<file path="config.mk">
export PLATFORM = sky130hd
export DESIGN_NAME = puf_uart_sequencer
export DESIGN_NICKNAME = d
export VERILOG_FILES = /design/src/rtl/puf_uart_pkg.sv /design/src/rtl/puf_uart_timer.sv /design/src/rtl/puf_uart_sequencer.sv
export SDC_FILE = /design/constraint.sdc
export NUM_CORES = 1
export LEC_CHECK = 0
export ABC_AREA = 1
export CAP_MARGIN = 20
export CORE_ASPECT_RATIO = 2
export CORE_MARGIN = 2
export CORE_UTILIZATION = 35
export CTS_CLUSTER_DIAMETER = 50
export DETAILED_ROUTE_END_ITERATION = 12
export HOLD_SLACK_MARGIN = 0.12
export RECOVER_POWER = 50
export SYNTH_ARGS = -nofsm -noshare
export SYNTH_HDL_FRONTEND = slang
export SYNTH_SLANG_ARGS = --single-unit
</file>
<file path="constraint.sdc">
create_clock -name clk_100mhz -period 3.8 [get_ports clk_100mhz]
set_input_delay 0.57 -clock clk_100mhz [delete_from_list [all_inputs] [get_ports clk_100mhz]]
set_output_delay 0.57 -clock clk_100mhz [all_outputs]
set_load 0.005 [all_outputs]
</file>
<file path="src/rtl/puf_uart_pkg.sv">
// Shared constants and state encoding for the PUF/UART sequencer.
package puf_uart_pkg;

  localparam logic [7:0] HDR_CMD  = 8'hA5;
  localparam logic [7:0] HDR_RESP = 8'h5A;
  localparam logic [7:0] ERR_BYTE = 8'hEE;

  typedef enum logic [2:0] {
    IDLE,
    RX_CHAL,
    FIRE,
    WAIT_PUF,
    TX_HDR,
    TX_RESP,
    TX_ERR
  } state_e;

endpackage

</file>
<file path="src/rtl/puf_uart_timer.sv">
// Clearable up-counter with an equality compare against a runtime limit.
// One instance is shared between the RX inter-byte timeout and the PUF timeout.
module puf_uart_timer #(
  parameter int W = 20
) (
  input  logic         clk_100mhz,
  input  logic         resetn,
  input  logic         clear,
  input  logic [W-1:0] limit,
  output logic         expired
);

  logic [W-1:0] count;

  // Count every cycle unless cleared; the owner clears on state entry and on activity.
  always_ff @(posedge clk_100mhz or negedge resetn) begin
    if (!resetn) begin
      count <= '0;
    end else if (clear) begin
      count <= '0;
    end else begin
      count <= count + W'(1);
    end
  end

  assign expired = (count == limit);

endmodule

</file>
<file path="src/rtl/puf_uart_sequencer.sv">
// Frames challenges from the UART byte stream, fires the PUF core and
// returns either a framed response or an error byte to the transmitter.
module puf_uart_sequencer
  import puf_uart_pkg::*;
#(
  parameter int CHAL_BYTES  = 8,
  parameter int RESP_BYTES  = 4,
  parameter int PUF_TIMEOUT = 1000000,
  parameter int RX_TIMEOUT  = 100000
) (
  input  logic                    clk_100mhz,
  input  logic                    resetn,
  input  logic                    rx_valid,
  input  logic [7:0]              rx_data,
  output logic                    tx_valid,
  output logic [7:0]              tx_data,
  input  logic                    tx_ready,
  output logic [8*CHAL_BYTES-1:0] puf_challenge,
  output logic                    puf_start,
  input  logic                    puf_done,
  input  logic [8*RESP_BYTES-1:0] puf_response,
  output logic                    busy,
  output logic                    err_timeout
);

  localparam int CW     = 8 * CHAL_BYTES;
  localparam int RW     = 8 * RESP_BYTES;
  localparam int MAX_TO = (PUF_TIMEOUT > RX_TIMEOUT) ? PUF_TIMEOUT : RX_TIMEOUT;
  localparam int TW     = $clog2(MAX_TO);

  localparam logic [TW-1:0] RX_LIM   = TW'(RX_TIMEOUT - 1);
  localparam logic [TW-1:0] PUF_LIM  = TW'(PUF_TIMEOUT - 1);
  localparam logic [4:0]    CHAL_END = 5'(CHAL_BYTES - 1);
  localparam logic [4:0]    RESP_END = 5'(RESP_BYTES - 1);

  state_e         state, next_state;
  logic [CW-1:0]  chal_q;
  logic [RW-1:0]  resp_q;
  logic [4:0]     byte_cnt;

  logic           timer_clear;
  logic [TW-1:0]  timer_limit;
  logic           timer_expired;
  logic           chal_shift;
  logic           resp_load;
  logic           resp_shift;
  logic           cnt_clear;
  logic           cnt_inc;
  logic           err_set;

  puf_uart_timer #(
    .W(TW)
  ) u_timer (
    .clk_100mhz(clk_100mhz),
    .resetn    (resetn),
    .clear     (timer_clear),
    .limit     (timer_limit),
    .expired   (timer_expired)
  );

  // State register.
  always_ff @(posedge clk_100mhz or negedge resetn) begin
    if (!resetn) begin
      state <= IDLE;
    end else begin
      state <= next_state;
    end
  end

  // Next-state decode plus the per-state datapath strobes and tx offer.
  always_comb begin
    next_state  = state;
    timer_clear = 1'b0;
    timer_limit = RX_LIM;
    chal_shift  = 1'b0;
    resp_load   = 1'b0;
    resp_shift  = 1'b0;
    cnt_clear   = 1'b0;
    cnt_inc     = 1'b0;
    err_set     = 1'b0;
    tx_valid    = 1'b0;
    tx_data     = 8'h00;
    puf_start   = 1'b0;

    case (state)
      IDLE: begin
        timer_clear = 1'b1;
        cnt_clear   = 1'b1;
        if (rx_valid && (rx_data == HDR_CMD)) begin
          next_state = RX_CHAL;
        end
      end

      RX_CHAL: begin
        if (rx_valid) begin
          chal_shift  = 1'b1;
          cnt_inc     = 1'b1;
          timer_clear = 1'b1;
          if (byte_cnt == CHAL_END) begin
            next_state = FIRE;
          end
        end else if (timer_expired) begin
          err_set    = 1'b1;
          next_state = IDLE;
        end
      end

      FIRE: begin
        puf_start   = 1'b1;
        timer_clear = 1'b1;
        next_state  = WAIT_PUF;
      end

      WAIT_PUF: begin
        timer_limit = PUF_LIM;
        if (puf_done) begin
          resp_load  = 1'b1;
          next_state = TX_HDR;
        end else if (timer_expired) begin
          err_set    = 1'b1;
          next_state = TX_ERR;
        end
      end

      TX_HDR: begin
        tx_valid = 1'b1;
        tx_data  = HDR_RESP;
        if (tx_ready) begin
          cnt_clear  = 1'b1;
          next_state = TX_RESP;
        end
      end

      TX_RESP: begin
        tx_valid = 1'b1;
        tx_data  = resp_q[RW-1 -: 8];
        if (tx_ready) begin
          resp_shift = 1'b1;
          cnt_inc    = 1'b1;
          if (byte_cnt == RESP_END) begin
            next_state = IDLE;
          end
        end
      end

      TX_ERR: begin
        tx_valid = 1'b1;
        tx_data  = ERR_BYTE;
        if (tx_ready) begin
          next_state = IDLE;
        end
      end

      default: begin
        next_state = IDLE;
      end
    endcase
  end

  // Challenge/response shift registers, byte counter and the timeout pulse.
  always_ff @(posedge clk_100mhz or negedge resetn) begin
    if (!resetn) begin
      chal_q      <= '0;
      resp_q      <= '0;
      byte_cnt    <= 5'd0;
      err_timeout <= 1'b0;
    end else begin
      if (chal_shift) begin
        chal_q <= (chal_q << 8) | CW'(rx_data);
      end
      if (resp_load) begin
        resp_q <= puf_response;
      end else if (resp_shift) begin
        resp_q <= resp_q << 8;
      end
      if (cnt_clear) begin
        byte_cnt <= 5'd0;
      end else if (cnt_inc) begin
        byte_cnt <= byte_cnt + 5'd1;
      end
      err_timeout <= err_set;
    end
  end

  assign puf_challenge = chal_q;
  assign busy          = (state != IDLE);

endmodule

</file>
Word level (Yosys, flattened, before mapping)
Index checks and enable logic that the tools add are counted.

operators by class
  divide/modulo/power cells = 0
  shift operators = 0
  $lt $le $gt $ge = 0
  add/subtract/negate cells = 2
  equality and inequality tests = 18
  mux-type cells = 33
  multipliers = 0
  bitwise logic cells = 1
  reductions and logical operators = 8

operator list
  operator                 count
  $mux W32                 2
  $or A64 B8 Y64           1
  $mux W20                 2
  $mux W3                  10
  $pmux W8 S3              1
  $pmux W3 S7              1
  $add A20 B1 Y20 const B  1
  $eq A20 B20 Y1           1
  $mux W1                  11
  $mux W5                  2
  $ne A2 B2 Y1 const B     5
  $eq A3 B3 Y1 const B     3
  $ne A3 B3 Y1 const B     3
  $eq A8 B8 Y1 const B     1
  $pmux W1 S2              4
  $reduce_and A8 Y1        1
  $eq A3 B2 Y1 const B     2
  $add A5 B1 Y5 const B    1
  $eq A5 B2 Y1 const B     1
  $eq A5 B3 Y1 const B     1
  $reduce_bool A2 Y1       2
  $eq A3 B1 Y1 const B     1
  $logic_not A3 Y1         1
  $reduce_bool A3 Y1       1
  3 further kinds          3

storage, ports and cells
  latch bits = 0
  bits in writable memories = 0
  memory bits (read-only) = 0
  memories kept = 0
  bits in registers = 125
  output and inout bits = 76
  input bits = 45

Depth between registers and ports, before layout
  word-level depth = 6
  depth in mapped cells = 11
  depth with buffers taken out = 10

By module
Synthesis repeated with hierarchy kept, for this count alone.

unflattened totals
  cell total of the unflattened synthesis = 770
  area total of the unflattened synthesis = 6042.0 um2

modules (own cells, without submodules)
  module              area each (um2)  cells an instance  instances  sequential area each (um2)
  puf_uart_sequencer  4574.4           540                1          2627.5
  puf_uart_timer      1467.7           230                1          500.5

Least setup slack after synthesis
Ideal clock, no wire load.

  path type = reg2out
  from = reg state[2]
  to = out tx_data[1]
  cell stages (with the launch flop) = 5
  data required time = 3.230 ns
  arrival = 0.988 ns
  path slack = 2.242 ns
  cells stage by stage = dfrtp_1 inv_4 a21oi_1 inv_1 nor2_1

between the ends
  longest elaborated chain between the ends = 2
  elaborated cells on any way between the ends = 4

ends and longest elaborated chain
  what                    line                      RTL
  start, declared         puf_uart_sequencer.sv:36  state_e state, next_state;
  start signal, assigned  puf_uart_sequencer.sv:66  state <= next_state;
  $eq A3 B3 Y1            puf_uart_sequencer.sv:85  case (state)
  $pmux W8 S3 (*)         puf_uart_sequencer.sv:85
  end, declared           puf_uart_sequencer.sv:16  output logic [7:0] tx_data,

Mark *: on every way between the ends. The rest lies on a longest branch, timed or not.

Worst setup path after layout
  from = reg state[1]
  to = reg resp_q[27]

between the ends
  longest elaborated chain between the ends = 3
  elaborated cells on any way between the ends = 6

ends and longest elaborated chain
  what                                            line                       RTL
  $eq A3 B2 Y1 or $eq A3 B3 Y1 (tied branches)    puf_uart_sequencer.sv:85
  $mux W1                                         puf_uart_sequencer.sv:85
  $mux W32 or $reduce_bool A2 Y1 (tied branches)  --
  end signal, assigned                            puf_uart_sequencer.sv:172  resp_q <= puf_response;
  end signal, assigned                            puf_uart_sequencer.sv:174  resp_q <= resp_q << 8;
  end, declared                                   puf_uart_sequencer.sv:38   logic [RW-1:0] resp_q;

Parallel ways exist; a longest one is shown, timed or not.
A chain may end at the register's enable or synchronous reset.

==> metrics.cfg <==
[sta]
timing.final.crit_share=0.811
fmax_mhz=325
hold_violations=0
setup_viol=0
clock_skew_ns=0.00723
slew_headroom=-0.130
rsz0062_at_grt=no
fin_ws_ns=0.719
finalCriticalPeriod_ns=3.08
drv_slew=65
setup_tns_ns=0
tightest_slew_ns=1.70

[critical_path]
critical_path_arrival_ns=3.34
endpoint_kind=flip-flop
crit_fanout=24
cpMostUsedCell=nand2_1
critPathKind=flip-flop to flip-flop
startpoint_type=flip-flop
slowest_delay_ns=0.75
crit_path_top_delay_cell=nand2_1
crit_chain=inv_1 > nand2_1 > nor2_1 > nand2_1 > nand2_1 > inv_2 > nand2_1 > o311ai_2
cp.required_ns=4.06

[flow_run]
cap_viol_max_count=1

[worst_hold_path]
hold_path_class=flip-flop to flip-flop

[clock_tree]
h-tree-depth=4
cts_setup_buffers=0
cts.sinks=125
clk_pin_slew_worst_paths_ns=0.06
cts_buffer_depth=2
clockRootBuffer=clkbuf_16
clkLatencyLatePin_ns=0.42
numCtsBuffers=17
post_cts_resize_count=0
cts_tree=built
hold_buffers=0

[synth]
synth_ff_type=dfrtp_1
synth_cell_types=34
yosys.area.top_type=dfrtp_1
synth_top_area_share=0.559
async_flop_share=1.00
yosys_warnings=0
syn_nets=722
synth_area_sq_um=5600
ys_top_cells_by_count=nand2_1, dfrtp_1, inv_1
synth_area_leaders=dfrtp_1, nand2_1, o21ai_0, inv_1, nor2_1
syn_area_per_cell_sq_um=8.29
synth_edf_count=0
ys_seq_elements=125
synthMostInstantiatedCell=nand2_1
syn_inst=675
ys_seq_area_frac=0.559

[detailed_routing]
drt-pass1-iter-count=4
drtAntennaViolNets=0
post-route-drc-count=0
initialDrtViolationCount=171
routed_wl_um=14700
vias=4861
avgViaCountPerCell=4.82
routedWlPerCell_um=14.5

[global_routing]
overflow=0
grt_pass1_vias=4765
grt_use_total=0.177
antenna_found_initial=0
grt_max_degree=69
grt_pass1_wl_um=23600

[cells_and_area]
ff_latch_area_sq_um=3130
layout.nets=842
multiInputGateArea_sq_um=2030
drive_gt1_frac=0.0606
area_growth_pct=34.2
fillers=1540
diodes=0

[power]
swShare=0.338
powerDensity_nw_per_um2=739
finalPower_mw=5.55
p_int_mw=3.67
pwr-share-comb=0.321
power_switching_mw=1.88
ir_drop_v=0.000343
p_leak_nw=3.53
clkPwrFrac=0.295
p_seq_frac=0.384

[die]
die_width_um=93.4
rows=65
io_pins=121
initial_utilization=0.357
dieHeight_um=183
fp.dieArea_sq_um=17100
core-area_sq_um=15700

[placement]
dp_slack_ns=1.40
port_buffers=120
dp_hpwl_um=10700
gp_congestion=0.858

[run_status]
violations=max-capacitance violations, max-slew violations
status=complete, but fails checks

## worst max-delay path, delay by kind of cell, from the launching register on
family	cells	cell delay (ns)
AO/OA/AOI/OAI	1	0.10
buffers and inverters	2	0.34
flip-flops	1	0.49
AND/OR/NAND/NOR	5	1.97
## logic make-up after synthesis
| kind of cell | after synthesis | share of synthesized area |
|---|---|---|
| buffers and inverters | 93 | 0.0709 |
| adder cells (fa/ha/maj) | 2 | 0.00447 |
| flip-flops | 125 | 0.559 |
| AND/OR/NAND/NOR | 350 | 0.260 |
| XOR/XNOR | 4 | 0.00626 |
| AO/OA/AOI/OAI | 101 | 0.0990 |
## final timing paths
kind | endpoint | slack (ns) | startpoint | cells after the start
max | resp_q[27] | 0.72 | state[1] | 8
min | u_timer.count[0] | 0.46 | u_timer.count[0] | 1
max reg2reg | resp_q[27] | 0.72 | state[1] | 8
min reg2reg | u_timer.count[0] | 0.46 | u_timer.count[0] | 1
max in group asynchronous | puf_challenge[38] | 2.14 | resetn | 2
min in group asynchronous | puf_challenge[45] | 0.58 | resetn | 1
## registers in the layout (all words and copies together) (netlist names)
name	count
resp_q	32
err_timeout	1
u_timer.count	20
puf_challenge	64
byte_cnt	5
state	3
## power groups by stage
stage	clock network (mW)	registers [mW]	logic [mW]
final	1.64	2.13	1.78
after global routing	1.74	2.18	2.01
after CTS	1.67	2.13	1.86
after detailed placement	0	2.15	1.84
after global placement	0	2.14	1.80
after floorplan	0	2.07	0.933
## metrics by stage
step / cell area [sq um] / util / hold WS, ns / cells
floorplan: 5600 / - / 0.274 / 675
global placement: 6960 / 0.444 / 0.447 / 977
detailed placement: 6960 / 0.444 / 0.455 / 977
CTS: 7560 / 0.482 / 0.312 / 1009
global route: 7510 / 0.479 / 0.486 / 1009
finish: 7510 / 0.479 / 0.458 / 1009
## cell type report
cell class | count | share of cell area
clock buffer | 17 | 0.0566
clock inverter | 15 | 0.0232
inverter | 69 | 0.0348
multi-input combinational | 457 | 0.270
sequential | 125 | 0.416
tap | 201 | 0.0335
timing repair buffer | 125 | 0.166
## routing by layer
metal	routed length [um]	global-route usage	up-vias
li1	-	-	2387
met1	5610	0.199	2308
met2	7800	0.310	141
met3	832	0.0505	25
met4	417	0.0729	0
met5	0	0	-
## layout by cell type, fill, tap and decap left out, types with 3 or more instances in the layout
| cell type | n |
|---|---|
| nand2_1 | 247 |
| dfrtp_1 | 125 |
| clkdlybuf4s50_1 | 119 |
| inv_1 | 66 |
| o21ai_0 | 64 |
| nor2_1 | 53 |
| nand3_1 | 29 |
| clkbuf_16 | 17 |
| a21oi_1 | 14 |
| inv_6 | 8 |
| nand4_1 | 7 |
| o21ai_1 | 7 |
| o311ai_1 | 6 |
| nor3_1 | 5 |
| o22ai_1 | 5 |
| a31oi_1 | 4 |
| xor2_1 | 3 |
| nor2_2 | 3 |
| buf_4 | 3 |
Note: power is estimated with default switching activity, not from simulation.
